**src/rtl/shift_seq_pkg.sv**
```systemverilog
// Shared encodings for the multi-cycle shift unit.
// Holds the op encodings, the amount-source select encodings and the FSM
// state type used by shift_seq_unit and shift_amt_sel.
package shift_seq_pkg;

  typedef enum logic [1:0] {
    SH_SLL = 2'b00,
    SH_SRL = 2'b01,
    SH_SRA = 2'b10,
    SH_ROR = 2'b11
  } sh_op_t;

  typedef enum logic [1:0] {
    AMT_SRC0  = 2'b00,
    AMT_CONST = 2'b01,
    AMT_SRC2  = 2'b10,
    AMT_SRC3  = 2'b11
  } amt_sel_t;

  typedef enum logic [1:0] {
    IDLE  = 2'b00,
    SHIFT = 2'b01,
    DONE  = 2'b10
  } state_t;

endpackage

```
**src/rtl/shift_amt_sel.sv**
```systemverilog
// Combinational 4:1 shift-amount mux.
// Ports:
//   amt_sel   - 00 amt_src0, 01 CONST_AMT, 10 amt_src2, 11 amt_src3
//   amt_src0/2/3 - full-width amount sources
//   amt       - low SHAMT_W bits of the selected source
module shift_amt_sel
  import shift_seq_pkg::*;
#(
  parameter int DATA_W    = 32,
  parameter int SHAMT_W   = $clog2(DATA_W),
  parameter int CONST_AMT = 16
) (
  input  logic [1:0]         amt_sel,
  input  logic [DATA_W-1:0]  amt_src0,
  input  logic [DATA_W-1:0]  amt_src2,
  input  logic [DATA_W-1:0]  amt_src3,
  output logic [SHAMT_W-1:0] amt
);

  logic [DATA_W-1:0] sel_word;
  logic              unused_hi;

  always_comb begin
    sel_word = '0;
    case (amt_sel_t'(amt_sel))
      AMT_SRC0:  sel_word = amt_src0;
      AMT_CONST: sel_word = DATA_W'(CONST_AMT);
      AMT_SRC2:  sel_word = amt_src2;
      default:   sel_word = amt_src3;
    endcase
  end

  // Bits above the amount width are deliberately discarded.
  assign amt       = sel_word[SHAMT_W-1:0];
  assign unused_hi = ^sel_word[DATA_W-1:SHAMT_W];

endmodule

```
**src/rtl/shift_seq_unit.sv**
```systemverilog
// Multi-cycle shift unit with start/busy/done handshake.
// Latches the operand, op and selected amount on an accepted start, then
// shifts by at most STEP bits per cycle until the amount is exhausted.
// Ports:
//   clk, reset (async, active-low)
//   start            - request, accepted only while idle
//   op               - 00 SLL, 01 SRL, 10 SRA, 11 ROR
//   amt_sel          - amount source select
//   data_in          - operand
//   amt_src0/2/3     - amount sources
//   busy             - high while shifting or completing
//   done             - one-cycle completion pulse
//   result           - shift result, held until the next accepted start
module shift_seq_unit
  import shift_seq_pkg::*;
#(
  parameter int DATA_W    = 32,
  parameter int SHAMT_W   = $clog2(DATA_W),
  parameter int STEP      = 1,
  parameter int CONST_AMT = 16
) (
  input  logic              clk,
  input  logic              reset,
  input  logic              start,
  input  logic [1:0]        op,
  input  logic [1:0]        amt_sel,
  input  logic [DATA_W-1:0] data_in,
  input  logic [DATA_W-1:0] amt_src0,
  input  logic [DATA_W-1:0] amt_src2,
  input  logic [DATA_W-1:0] amt_src3,
  output logic              busy,
  output logic              done,
  output logic [DATA_W-1:0] result
);

  localparam logic [SHAMT_W-1:0] STEP_AMT = SHAMT_W'(STEP);

  state_t             state_q, state_d;
  sh_op_t             op_q;
  logic [SHAMT_W-1:0] rem_q;
  logic [SHAMT_W-1:0] sel_amt;
  logic [SHAMT_W-1:0] step_amt;
  logic [DATA_W-1:0]  result_q;
  logic [DATA_W-1:0]  shifted;

  shift_amt_sel #(
    .DATA_W    (DATA_W),
    .SHAMT_W   (SHAMT_W),
    .CONST_AMT (CONST_AMT)
  ) u_amt_sel (
    .amt_sel  (amt_sel),
    .amt_src0 (amt_src0),
    .amt_src2 (amt_src2),
    .amt_src3 (amt_src3),
    .amt      (sel_amt)
  );

  // One pass applies step_amt single-bit shifts; unrolled STEP deep.
  always_comb begin
    step_amt = (rem_q < STEP_AMT) ? rem_q : STEP_AMT;
    shifted  = result_q;
    for (int unsigned i = 0; i < STEP; i++) begin
      if (i < 32'(step_amt)) begin
        case (op_q)
          SH_SLL:  shifted = {shifted[DATA_W-2:0], 1'b0};
          SH_SRL:  shifted = {1'b0, shifted[DATA_W-1:1]};
          SH_SRA:  shifted = {shifted[DATA_W-1], shifted[DATA_W-1:1]};
          default: shifted = {shifted[0], shifted[DATA_W-1:1]};
        endcase
      end
    end
  end

  always_comb begin
    state_d = state_q;
    case (state_q)
      IDLE: begin
        if (start) begin
          state_d = (sel_amt != '0) ? SHIFT : DONE;
        end
      end
      SHIFT: begin
        if (rem_q == step_amt) begin
          state_d = DONE;
        end
      end
      default: state_d = IDLE;
    endcase
  end

  always_ff @(posedge clk or negedge reset) begin
    if (!reset) begin
      state_q <= IDLE;
    end else begin
      state_q <= state_d;
    end
  end

  always_ff @(posedge clk or negedge reset) begin
    if (!reset) begin
      result_q <= '0;
      rem_q    <= '0;
      op_q     <= SH_SLL;
    end else if (state_q == IDLE && start) begin
      result_q <= data_in;
      op_q     <= sh_op_t'(op);
      rem_q    <= sel_amt;
    end else if (state_q == SHIFT) begin
      result_q <= shifted;
      rem_q    <= rem_q - step_amt;
    end
  end

  assign busy   = (state_q != IDLE);
  assign done   = (state_q == DONE);
  assign result = result_q;

endmodule
```
**config.mk**
```make
export PLATFORM = sky130hd
export DESIGN_NAME = shift_seq_unit
export DESIGN_NICKNAME = d
export VERILOG_FILES = /design/src/rtl/shift_seq_pkg.sv /design/src/rtl/shift_amt_sel.sv /design/src/rtl/shift_seq_unit.sv
export SDC_FILE = /design/constraint.sdc
export NUM_CORES = 1
export LEC_CHECK = 0
export ABC_CLOCK_PERIOD_IN_PS = 1800
export BUFFER_PORTS_ARGS = -buffer_cell sky130_fd_sc_hd__buf_2
export CORE_ASPECT_RATIO = 1.5
export CORE_MARGIN = 5
export CORE_UTILIZATION = 42
export DETAILED_ROUTE_END_ITERATION = 8
export PLACE_DENSITY = 0.84
export SYNTH_ARGS = -nofsm -noshare
export SYNTH_HDL_FRONTEND = slang
export SYNTH_HIERARCHICAL = 1
export SYNTH_SLANG_ARGS = --single-unit
```
**constraint.sdc**
```tcl
create_clock -name clk -period 1.8 [get_ports clk]
set_input_delay 0.18 -clock clk [delete_from_list [all_inputs] [get_ports clk]]
set_output_delay 0.18 -clock clk [all_outputs]
set_load 0.01 [all_outputs]
```
# ---- After elaboration in Yosys (flattened, before gate mapping)
# Cells that the tools add are included.
dict set report totals {
  memories 0
  rom_bits 0
  register_bits 41
  latchBits 0
  out_inout_bits 34
  wordCells 41
  inputBits 135
  ramBits 0
}
dict set report classes {
  eq_ne 10
  mul 0
  n_shift 0
  n_mux 12
  n_reduce_logical 11
  order_cmp 2
  n_div 0
  n_addsub 1
  bitwise 0
}
# op count
set op_table {}
lappend op_table {{2-to-1 mux 32 bit} 3}
lappend op_table {{one-hot mux 32 bit (3 select lines)} 1}
lappend op_table {{2-to-1 mux 5 bit} 3}
lappend op_table {{one-hot mux 5 bit (3 select lines)} 1}
lappend op_table {{== test 2 x 1 -> 1 bit, second input constant} 3}
lappend op_table {{== test 2 bit, second input constant} 3}
lappend op_table {{logical NOT 2 bit} 3}
lappend op_table {{2-to-1 mux 2 bit} 3}
lappend op_table {{inequality test 2 bit, second input constant} 3}
lappend op_table {{nonzero test 2 bit} 3}
lappend op_table {{== test 5 bit} 1}
lappend op_table {{< comparator 1 x 5 -> 1 bit, first input constant} 1}
lappend op_table {{< comparator 5 x 1 -> 1 bit, second input constant} 1}
lappend op_table {{nonzero test 5 bit} 1}
lappend op_table {{subtractor 5 bit} 1}
lappend op_table {{one-hot mux 2 bit (2 select lines)} 1}
lappend op_table {{AND reduction 2 bit} 2}
lappend op_table {{AND reduction 3 bit} 1}
lappend op_table {{logical AND 1 bit} 1}

# ---- Longest topological paths before layout
dict set report depth {
  word_depth 6
  mapped_depth 7
  mapped_depth_nobuf 6
}

# ---- By module
# The synthesis kept the hierarchy.
# module seq_area_each_um2 instances area_per_inst_um2 cells_per_inst
set by_module_without_submodules {}
lappend by_module_without_submodules {shift_seq_unit 1026.0 1 2352.3 231}
lappend by_module_without_submodules {shift_amt_sel 0.0 1 122.6 17}

# ---- Worst setup path before layout
# Ideal clock, no wire load.
dict set report synth_path {
  path_kind {reg2reg}
  start {register rem_q[3]}
  end {register result_q[10], in the netlist result[10]}
  synth_period_minus_slack_ns 1.612
  setup_slack_ns 0.188
  required_time_ns 1.675
  stages_incl_launch_ff 5
  path_buffers 1
  setup_ns 0.125
  t_arrival_ns 1.487
  cell_sequence {dfrtp_1 nor4_4 a311oi_4 buf_6 mux2_2}
}
dict set report synth_between {
  elab_chain_len 5
}
# item line_no
set synth_lines {}
lappend synth_lines {{from (decl)} shift_seq_unit.sv:40} ;# logic [SHAMT_W-1:0] rem_q;
lappend synth_lines {{from (signal assigned)} shift_seq_unit.sv:107} ;# rem_q <= sel_amt;
lappend synth_lines {{from (signal assigned)} shift_seq_unit.sv:110} ;# rem_q <= rem_q - step_amt;
lappend synth_lines {{< comparator 5 x 1 -> 1 bit} shift_seq_unit.sv:60} ;# step_amt = (rem_q < STEP_AMT) ? rem_q : STEP_AMT;
lappend synth_lines {{2-to-1 mux 5 bit (*)} shift_seq_unit.sv:60}
lappend synth_lines {{< comparator 1 x 5 -> 1 bit (*)} shift_seq_unit.sv:63} ;# if (i < 32'(step_amt)) begin
lappend synth_lines {{nonzero test 2 bit (no line) (*)} -}
lappend synth_lines {{AND reduction 2 bit (no line) (*)} -}
lappend synth_lines {{to (signal assigned)} shift_seq_unit.sv:105} ;# result_q <= data_in;
lappend synth_lines {{to (signal assigned)} shift_seq_unit.sv:109} ;# result_q <= shifted;
lappend synth_lines {{to (decl)} shift_seq_unit.sv:43} ;# logic [DATA_W-1:0] result_q;
# Every way passes the cells marked *; elsewhere a longest branch is shown, timed or not.
# A chain may end at the register's enable or synchronous reset.

# ---- Worst setup path in the final report
dict set report layout_path {
  start {register rem_q[3]}
  end {register result_q[27], in the netlist result[27]}
}
# The elaborated chain is that of the path after synthesis.

==> run metrics <==
status complete, no violations; antenna violations before repair 0; ant diodes 0; Multi-input gate area around 1300 um^2; Hold Vio Cnt, Final 0; Clock H-tree levels 2; FF+latch count, synth 41; most common cell in the netlist nand2_1; Rows 34; first-pass GRT wire length 9930 um; clk sinks just over 40; worst-margin pin slew 329 ps; reg2reg start rem_q[3]$_DFFE_PN0P_; Worst setup SP type flop; drt drc 0; clock tree buffer depth 2; Starting Density 42.8%; die area roughly 7600 um^2; vias in the first global route ~2100; Worst Path Buf+Inv 1; Most used DFF post-synth dfrtp_1; family with the most delay on the worst path flip-flops; Final nets 468; Vias 2135; Synth Instances 248; Avg Inst Size Synth 9.98 um^2; Die W around 73 um; Final min period 1680 ps; routed length per instance 14.5 um; ys async rst share 100%; dominant cell type by area after synthesis dfrtp_1; global route overflow 0; area share of the largest cell type after synthesis 41.5%; CP Cell Sequence nor4_4 > a311oi_4 > buf_4 > mux2_2; Max Fclk 595 MHz; Synthesized Nets approximately 380; Max FO, Critical Path 12; HPWL after DPL 4450 um; reg-to-reg slack, setup around 120 ps; Slew HR 77.9%; Buffers on Ports 87; Crit path largest cell delay between 400 and 500 ps; Clock Latency Late Sink 290 ps; crit path kind reg -> reg; top cells by area, synth dfrtp_1 41%, mux2i_1 14%, mux2_2 13%; max cap viols 0; RePlAce Congestion 0.806; die height 104 um; Tcrit/Tclk final 93.4%; number of synthesized flops with an enable pin 0; RSZ-0062 raised after global routing no; Worst-path clk slew approximately 80 ps; top post-synthesis cells by count 42 x nand2_1, 41 x dfrtp_1, 40 x o21ai_0, 34 x mux2i_1, 29 x mux2_2; Levels on crit path 4; DRT Wirelength 5890 um; Fillers 527; Critical R2R Capture result[27]$_DFFE_PN0P_; Iter 0 DRT Violations 119; CP required 1980 ps; Mapped Area about 2500 um^2; Crit. End Element flop; static leakage 1.50 nW; Crit path arrival time 1860 ps; total track usage approximately 16%; Setup Viol. Count Final 0; Pre-Repair DR Iteration Count 4; r2r worst-path depth 4; # Post-CTS Setup Buffers 0; crit path max-delay cell type dfrtp_1; total CTS buffers 5; Post-DRT Antenna Nets 0; routed vias/inst 5.26; TritonCTS clock tree built; Area growth syn-to-layout 26.0%; Critical Path End result[27]$_DFFE_PN0P_; register area share after synthesis 41.5%; pre-CTS WS 1.56 ps; clk root buf clkbuf_8; peak supply drop 0.000881 V; total power just under 6 mW; Register Area 1030 um^2; Yosys warning total 6; Worst Slack Setup Final 118 ps; Sum Neg Setup Slack 0 ps; Worst Skew 4.56 ps; Core ar. 5790 um^2; share of cells above drive strength 1 41.3%; worst setup path startpoint rem_q[3]$_DFFE_PN0P_; Pwr Density roughly 1900 nW/um^2; unique cell type count in the Yosys netlist 32; Hold Crit Class in -> reg; # IOs between 150 and 200; max-slew violations 0; pin count of the biggest net entering global routing 46
flip-flops by register name, indices dropped and copies added, names as in the netlist:
| register | cells |
|---|---|
| state_q | 2 |
| rem_q | 5 |
| op_q | 2 |
| result | 32 |
final cells by class:
class                      instances  share of cell area, %
inverter                           4                  0.481
clock inverter                     1                  0.963
clock buffer                       7                   2.77
multi-input combinational        185                   42.6
tap                               72                   2.89
timing repair buffer              96                   17.4
sequential                        41                   32.9
report_power, final:
| part | leakage (nW) | switching [mW] | internal, mW |
|---|---|---|---|
| Sequential | 0.505 | 0.556 | 1.40 |
| Clock | 0.0585 | 0.315 | 0.452 |
| Combinational | 0.936 | 1.51 | 1.72 |
worst min path at each step:
stage               startpoint                     to  slack [ps]  cells after the start
floorplan                reset    op_q[0]$_DFFE_PN0P_        -120                      0
global placement         reset  result[9]$_DFFE_PN0P_          70                      1
detailed placement       reset  result[9]$_DFFE_PN0P_          70                      1
CTS                      op[1]    op_q[1]$_DFFE_PN0P_          80                      3
global route             op[1]    op_q[1]$_DFFE_PN0P_          90                      3
finish                   op[0]    op_q[0]$_DFFE_PN0P_         100                      3
through the flow:
step / cells / area (um^2) / hold slack, ps / util (%)
6_report: 406 / 3120 / 95.9 / 53.9
5_1_grt: 406 / 3120 / 94.8 / 53.9
4_1_cts: 406 / 3120 / 82.2 / 53.9
3_5_place_dp: 397 / 2990 / 72.3 / 51.7
3_3_place_gp: 397 / 2990 / 72.2 / 51.7
2_1_floorplan: 248 / 2470 / -116 / -
cells by family after synthesis:
group / Yosys count / share of synthesized area, %
muxes: 65 / 28.0
and+or+nand+nor: 65 / 12.1
AOI/OAI and AO/OA: 55 / 13.0
DFF: 41 / 41.5
buffers and inverters: 22 / 5.41
worst reg2reg max path, delay by kind of cell, from the launching register on:
family,cells,cell delay (ps)
compound gates,1,360
buf+inv,1,270
flops,1,480
mux,1,370
simple gates,1,100
cell usage in the layout (no fill, tap or decap), drive strengths merged, types with 4 or more instances in the layout:
master  count
nand2      42
o21ai      40
clkbuf      7
mux2i      34
a21oi       5
mux2       31
inv         4
nor2        6
nand3       6
dfrtp      41
buf        95
what timing repair did:
| action | CTS | global route |
|---|---|---|
| endpoints found under the setup margin | 0 | 12 |
| hold endpoints to repair | 11 | 0 |
| gates resized for setup | 0 | 1 |
| hold buffers | 1 | 0 |
layer usage:
| metal | up-vias | share of wire [%] | track usage, % |
|---|---|---|---|
| met4 | 0 | 2.2 | 6.20 |
| met1 | 984 | 41 | 19.7 |
| met5 | - | 0 | 0 |
| met3 | 11 | 9.9 | 4.84 |
| li1 | 1048 | - | - |
| met2 | 92 | 47 | 26.5 |
Power figures use the tool's default switching activity.
